$ cat config.mk
export PLATFORM = sky130hd
export DESIGN_NAME = shift_add_scaler
export DESIGN_NICKNAME = d
export VERILOG_FILES = /design/src/rtl/scaler_pkg.sv /design/src/rtl/shift_term.sv /design/src/rtl/shift_add_scaler.sv
export SDC_FILE = /design/constraint.sdc
export NUM_CORES = 1
export LEC_CHECK = 0
export BUFFER_PORTS_ARGS = -buffer_cell sky130_fd_sc_hd__buf_4
export CAP_MARGIN = 10
export CELL_PAD_IN_SITES_DETAIL_PLACEMENT = 1
export CELL_PAD_IN_SITES_GLOBAL_PLACEMENT = 2
export CORE_MARGIN = 5
export CORE_UTILIZATION = 34
export CTS_BUF_LIST = sky130_fd_sc_hd__clkbuf_16
export DETAILED_ROUTE_END_ITERATION = 10
export PLACE_DENSITY = 0.84
export SETUP_SLACK_MARGIN = 0.1
export SLEW_MARGIN = 20
export SYNTH_ARGS = -nofsm -noshare
export SYNTH_HDL_FRONTEND = slang
export SYNTH_SLANG_ARGS = --single-unit
$ cat constraint.sdc
create_clock -name clk -period 7.6 [get_ports clk]
set_input_delay 1.14 -clock clk [delete_from_list [all_inputs] [get_ports clk]]
set_output_delay 1.14 -clock clk [all_outputs]
set_load 0.03 [all_outputs]
$ cat src/rtl/scaler_pkg.sv
// Shared types and helpers for the shift-add scaler: coefficient mask pair,
// accumulator width calculation and the round-half-up / saturate step.
package scaler_pkg;

   // Widest coefficient the mask pair can describe.
   localparam int MAX_TERMS = 16;
   // Working width used by the rounding helper; any scaler accumulator fits.
   localparam int MAXW = 128;

   typedef struct packed {
      logic [MAX_TERMS-1:0] pos;
      logic [MAX_TERMS-1:0] neg;
   } coef_t;

   typedef struct packed {
      logic [MAXW-1:0] data;
      logic            sat;
   } rs_t;

   // Accumulator width: sample, fractional bits, sign guard and growth of the term sum.
   function automatic int sum_w(input int in_w, input int max_shift);
      return in_w + max_shift + 32'sd1 + $clog2(max_shift);
   endfunction

   // Drops frac fractional bits with floor(v + 0.5), then clips to out_w signed bits.
   function automatic rs_t round_sat(input logic signed [MAXW-1:0] sum,
                                     input int frac,
                                     input int out_w);
      logic signed [MAXW-1:0] one_v;
      logic signed [MAXW-1:0] half_v;
      logic signed [MAXW-1:0] r_v;
      logic signed [MAXW-1:0] hi_v;
      logic signed [MAXW-1:0] lo_v;
      rs_t                    res_v;
      one_v  = {{(MAXW-1){1'b0}}, 1'b1};
      half_v = one_v <<< (frac - 32'sd1);
      r_v    = (sum + half_v) >>> frac;
      hi_v   = (one_v <<< (out_w - 32'sd1)) - one_v;
      lo_v   = ~hi_v;
      if (r_v > hi_v) begin
         res_v.data = hi_v;
         res_v.sat  = 1'b1;
      end else if (r_v < lo_v) begin
         res_v.data = lo_v;
         res_v.sat  = 1'b1;
      end else begin
         res_v.data = r_v;
         res_v.sat  = 1'b0;
      end
      return res_v;
   endfunction

endpackage

$ cat src/rtl/shift_term.sv
// One coefficient term: +/- x_ext * 2^-K, or zero when the term is off
// or enabled in both masks.
module shift_term #(
   parameter int SUM_W = 45,
   parameter int K     = 1
) (
   input  logic signed [SUM_W-1:0] x_ext,
   input  logic                    pos,
   input  logic                    neg,
   output logic signed [SUM_W-1:0] term
);

   logic signed [SUM_W-1:0] shifted_s;

   // Select the signed contribution of this power of two.
   always_comb begin
      shifted_s = x_ext >>> K;
      case ({pos, neg})
         2'b10:   term = shifted_s;
         2'b01:   term = -shifted_s;
         default: term = '0;
      endcase
   end

endmodule

$ cat src/rtl/shift_add_scaler.sv
// Three-stage multiplier-free scaler: out = round(in * sum(+/-2^-k)) with
// saturation and valid/ready flow control. The coefficient rides along with
// each sample so later writes never disturb samples already in flight.
module shift_add_scaler
   import scaler_pkg::*;
#(
   parameter int                   IN_W      = 33,
   parameter int                   OUT_W     = 33,
   parameter int                   MAX_SHIFT = 8,
   parameter logic [MAX_SHIFT-1:0] POS_RST   = 8'h16,
   parameter logic [MAX_SHIFT-1:0] NEG_RST   = 8'h00
) (
   input  logic                    clk,
   input  logic                    rst,
   input  logic                    cfg_we,
   input  logic [MAX_SHIFT-1:0]    cfg_pos,
   input  logic [MAX_SHIFT-1:0]    cfg_neg,
   input  logic                    in_valid,
   output logic                    in_ready,
   input  logic signed [IN_W-1:0]  in_data,
   output logic                    out_valid,
   input  logic                    out_ready,
   output logic signed [OUT_W-1:0] out_data,
   output logic                    out_sat
);

   localparam int    SUM_W    = sum_w(IN_W, MAX_SHIFT);
   localparam int    NP       = 32'sd2 ** $clog2(MAX_SHIFT);
   localparam coef_t COEF_RST = '{pos: MAX_TERMS'(POS_RST), neg: MAX_TERMS'(NEG_RST)};

   coef_t                   coef_r;
   coef_t                   coef_wr_s;
   logic                    ready1_s;
   logic                    ready2_s;
   logic                    ready3_s;
   logic                    v1_r;
   logic signed [IN_W-1:0]  x1_r;
   coef_t                   c1_r;
   logic signed [SUM_W-1:0] x_ext_s;
   logic signed [SUM_W-1:0] term_s [NP];
   logic signed [SUM_W-1:0] sum_s;
   logic                    v2_r;
   logic signed [SUM_W-1:0] sum2_r;
   logic signed [MAXW-1:0]  sum_ext_s;
   rs_t                     rs_s;

   // Backpressure chain: a stage may load when it is empty or its successor moves.
   always_comb begin
      ready3_s = !out_valid | out_ready;
      ready2_s = !v2_r | ready3_s;
      ready1_s = !v1_r | ready2_s;
      in_ready = ready1_s;
   end

   // Widen the programming inputs to the package mask pair.
   always_comb begin
      coef_wr_s = '{pos: MAX_TERMS'(cfg_pos), neg: MAX_TERMS'(cfg_neg)};
   end

   // Coefficient register; a write becomes visible to the next accepted sample.
   always_ff @(posedge clk) begin
      if (rst) begin
         coef_r <= COEF_RST;
      end else if (cfg_we) begin
         coef_r <= coef_wr_s;
      end
   end

   // S1: capture the sample together with the coefficient in force at acceptance.
   always_ff @(posedge clk) begin
      if (rst) begin
         v1_r <= 1'b0;
         x1_r <= '0;
         c1_r <= '0;
      end else if (ready1_s) begin
         v1_r <= in_valid;
         if (in_valid) begin
            x1_r <= in_data;
            c1_r <= coef_r;
         end
      end
   end

   // Keep MAX_SHIFT fractional bits so every shifted term is exact.
   always_comb begin
      x_ext_s = {{(SUM_W-IN_W-MAX_SHIFT){x1_r[IN_W-1]}}, x1_r, {MAX_SHIFT{1'b0}}};
   end

   for (genvar k = 0; k < NP; k++) begin : g_term
      if (k < MAX_SHIFT) begin : g_act
         shift_term #(
            .SUM_W (SUM_W),
            .K     (k + 1)
         ) u_term (
            .x_ext (x_ext_s),
            .pos   (c1_r.pos[k]),
            .neg   (c1_r.neg[k]),
            .term  (term_s[k])
         );
      end else begin : g_pad
         assign term_s[k] = '0;
      end
   end

   // Pair-wise adder tree over the (power-of-two padded) term list.
   always_comb begin
      logic signed [SUM_W-1:0] tree_v [NP];
      for (int i = 0; i < NP; i++) begin
         tree_v[i] = term_s[i];
      end
      for (int w = NP / 2; w >= 1; w = w / 2) begin
         for (int i = 0; i < w; i++) begin
            tree_v[i] = tree_v[2*i] + tree_v[2*i+1];
         end
      end
      sum_s = tree_v[0];
   end

   // S2: register the exact fixed-point sum.
   always_ff @(posedge clk) begin
      if (rst) begin
         v2_r   <= 1'b0;
         sum2_r <= '0;
      end else if (ready2_s) begin
         v2_r <= v1_r;
         if (v1_r) begin
            sum2_r <= sum_s;
         end
      end
   end

   // Round half toward +inf and clip to the output range.
   always_comb begin
      sum_ext_s = {{(MAXW-SUM_W){sum2_r[SUM_W-1]}}, sum2_r};
      rs_s      = round_sat(sum_ext_s, MAX_SHIFT, OUT_W);
   end

   // S3: registered result; held unchanged while downstream stalls.
   always_ff @(posedge clk) begin
      if (rst) begin
         out_valid <= 1'b0;
         out_data  <= '0;
         out_sat   <= 1'b0;
      end else if (ready3_s) begin
         out_valid <= v2_r;
         if (v2_r) begin
            out_data <= rs_s.data[OUT_W-1:0];
            out_sat  <= rs_s.sat;
         end
      end
   end

   // Mask bits above MAX_SHIFT and result bits above OUT_W are intentionally dropped.
   logic unused_s;
   if (MAX_SHIFT < MAX_TERMS) begin : g_unused_part
      assign unused_s = ^{c1_r.pos[MAX_TERMS-1:MAX_SHIFT], c1_r.neg[MAX_TERMS-1:MAX_SHIFT],
                          rs_s.data[MAXW-1:OUT_W]};
   end else begin : g_unused_full
      assign unused_s = ^rs_s.data[MAXW-1:OUT_W];
   end

endmodule

==> summary.md <==
| Metric | Value |
|---|---|
| CTS tree | `built` |
| IO Pins | `90` |
| Worst Reg2Reg Path Length in Cells | `27` |
| Crit path kind | `reg -> reg` |
| Hold Startpoint | `coef_r[17]` |
| Synthesis Warnings | `0` |
| Netlist cell types | `69` |
| Clock Power Share | `33.5%` |
| Count leader, synth | `inv_1` |
| Vias in the first global route | `19700` |
| R2R Setup Slk | `0.31 ns` |
| DRC Markers | `0` |
| Placed cell areas | `21400 sq um` |
| Clock transition at path regs | `0.06 ns` |
| Reg power frac | `34.0%` |
| Worst slew margin | `24.7%` |
| Core area | `56500 sq um` |
| Clk sink count | `140` |
| Root Driver | `clkbuf_16` |
| RSZ-0062 raised after global routing | `yes` |
| Min Hold Slack | `0.453 ns` |
| Flops & latches, synth | `140` |
| Final Hold Fails | `0` |
| Longest Clk Path Bufs | `2` |
| DRT Wirelength | `72200 microns` |
| Starting density of the core | `34.4%` |
| Syn Area/Cell | `7.49 sq um` |
| Power density cells | `106 nW/um^2` |
| Net Switching | `0.000871 W` |
| Status | `completed` |
| Row count | `87` |
| Pin count of the biggest net entering global routing | `96` |
| Critical Path Source | `x1_r[13]` |
| List of most frequent post-synthesis cells | `344 x inv_1, 286 x nand2_1, 277 x nor2_1, 243 x a21oi_1, 233 x fa_1` |
| Dpl cells | `3372` |
| Worst VDD drop | `0.000166 V` |
| CP arrival | `7.65 ns` |
| Cts hold-fix bufs | `0` |
| Post-synthesis cell count | `2595` |
| Initial drt markers | `1313` |
| Final Cycle Share | `95.9%` |
| Area Growth Syn to Fin | `13.6%` |
| Crit Reg-Reg Endpoint | `sum2_r[42]` |
| Final min period | `7.29 ns` |
| Hold endpoint | `c1_r[17]` |
| # setup viols final | `0` |
| Final #Nets | `2991` |
| Max cap viols | `0` |
| Fin worst setup slack | `0.308 ns` |
| Post-synth top area share | `24.0%` |
| Mapped Nets | `2950` |
| Via count | `18900` |
| RePlAce Congestion | `0.923` |
| Final TNS setup | `0 ns` |
| Final instance area | `22100 sq um` |
| Final antenna-violating net count | `0` |
| Global-route wire length before repair | `114000 microns` |
| Die X | `249 microns` |
| Worst Skew | `0.0114 ns` |
| DRT Pass-1 Iters | `6` |
| Main flop type after synthesis | `dfxtp_1` |
| I/O Buffers | `89` |
| Required @ worst endpoint | `7.95 ns` |
| Pint | `0.00148 W` |
| Worst-Skew Late Latency | `0.47 ns` |
| Max-slew violation count | `0` |
| WL/cell | `21.2 microns` |
| GRT Util Overall | `22.8%` |
| Top post-synthesis cells by area | `fa_1 24%, dfxtp_1 14%, inv_1 6.6%` |
| Post-route insts no fill | `3407` |
| Initial antenna violation count | `0` |
| Crit. End Element | `register` |
| Synth Cell Area | `19400 sq um` |
| Post-DP HPWL | `53300 microns` |
| Async S/R FF share, synth | `0%` |
| DP Worst Slack | `0.117 ns` |
| Combinational share of power | `32.5%` |
| Die area | `62100 sq um` |
| GRT overflow | `0` |
| CTS H-tree lvls | `4` |
| HP Class | `reg -> reg` |
| Fmax | `137 MHz` |
| Switching part of the total | `37.0%` |
| Register area share after synthesis | `14.4%` |
| Hold depth | `2` |
| Leak | `9.60 nW` |
| Die height | `249 microns` |
| Number of enable flip-flop cells after synthesis | `0` |
| Fraction of layout cells with a size suffix above 1 | `13.7%` |
| Vias per inst | `5.54` |
| Slew @ Worst Pin | `1.13 ns` |
| Synth area leader | `fa_1` |
| Reg-to-Reg Start | `x1_r[13]` |
| Worst setup SP type | `register` |
| Maximum fanout along the worst path | `16` |
| CTS Buf Count | `17` |
## worst max path at each step
stage	cells after the start	endpoint
2_1_floorplan	30	sum2_r[38]
3_3_place_gp	26	sum2_r[43]
3_5_place_dp	26	sum2_r[43]
4_1_cts	26	sum2_r[43]
5_1_grt	29	sum2_r[38]
6_report	27	sum2_r[42]
## metal layers
metal / vias up / GRT usage [%] / part of all wire [%]
met5: - / 0 / 0
met4: 0 / 7.35 / 2.8
met3: 139 / 5.92 / 8.9
met2: 781 / 35.7 / 44
met1: 9343 / 30.9 / 44
li1: 8595 / - / -
## through the flow
stage	util, %	power [W]
after floorplan	-	0.00127
after global placement	37.9	0.00154
after detailed placement	37.9	0.00156
after CTS	38.9	0.00236
after global routing	39.1	0.00248
final	39.1	0.00235
## power by group through the flow
stage	Clock (W)	Sequential (W)	Combinational, W
2_1_floorplan	0	0.000821	0.000450
3_3_place_gp	0	0.000813	0.000728
3_5_place_dp	0	0.000814	0.000745
4_1_cts	0.000816	0.000799	0.000750
5_1_grt	0.000846	0.000804	0.000826
6_report	0.000789	0.000799	0.000765
## what timing repair did
item	4_1_cts	5_1_grt
pin swaps	0	1
gates resized for setup	1	19
setup endpoints to repair	1	19
buffers inserted	0	1
## sequential cells by signal, summed over array words and instances, names as in the netlist
signal     count
c1_r          16
coef_r        16
out_data      33
out_sat        1
out_valid      1
sum2_r        38
v1_r           1
v2_r           1
x1_r          33
## worst max-delay path, stage by stage, from the launching register on
cell and delay, ns:
dfxtp_1 0.31, or4_4 0.57, or4_4 0.51, or2_1 0.30, buf_4 0.19, nor3_2 0.13
buf_6 0.19, a21o_1 0.15, a21o_1 0.13, nand2_1 0.07, fa_1 0.48, inv_1 0.05
fa_1 0.45, fa_1 0.55, inv_1 0.08, fa_1 0.53, inv_1 0.04, ha_1 0.30
a21o_1 0.18, a21o_1 0.17, a221o_1 0.37, a311o_1 0.40, a2111oi_2 0.27, buf_4 0.19
o31ai_1 0.10, a21oi_1 0.20, xnor2_1 0.08, a22o_1 0.18
## cell families after synthesis
group | after synthesis | share of synthesized area (%)
mux | 43 | 2.32
simple gates | 829 | 19.3
flops | 140 | 14.4
fa+ha+maj | 301 | 28.4
xor+xnor | 90 | 4.20
buf+inv | 559 | 10.8
compound gates | 633 | 20.5
## cell type report
type                    instances  area (sq um)
diodes                          2          5.00
fillers                      6953         34400
clock buffers                  17           425
well taps                     756           946
inverters                     349          1310
repair buffers                232          1770
multi-input cells            1896         14700
flip-flops and latches        140          2800
clock inverters                15           124
## placed cells by master (no fill, tap or decap), types with 21 or more instances in the layout
| master | Yosys | routed |
|---|---|---|
| a21o_1 | 60 | 60 |
| nor2_1 | 277 | 276 |
| or2_2 | 36 | 35 |
| nand3_1 | 30 | 29 |
| o22ai_1 | 37 | 36 |
| a31oi_1 | 23 | 22 |
| o21ai_0 | 74 | 74 |
| xnor2_1 | 57 | 55 |
| a21oi_1 | 243 | 243 |
| inv_1 | 344 | 345 |
| xor2_1 | 31 | 30 |
| dfxtp_1 | 140 | 140 |
| fa_1 | 233 | 233 |
| ha_1 | 68 | 61 |
| buf_4 | 0 | 229 |
| nand2_1 | 286 | 284 |
| a22o_1 | 29 | 29 |
| mux2i_1 | 26 | 26 |
| nor3b_1 | 22 | 21 |
| nor2b_1 | 23 | 22 |
| a22oi_1 | 110 | 110 |
| nor3_1 | 64 | 56 |
Power figures use the tool's default switching activity.
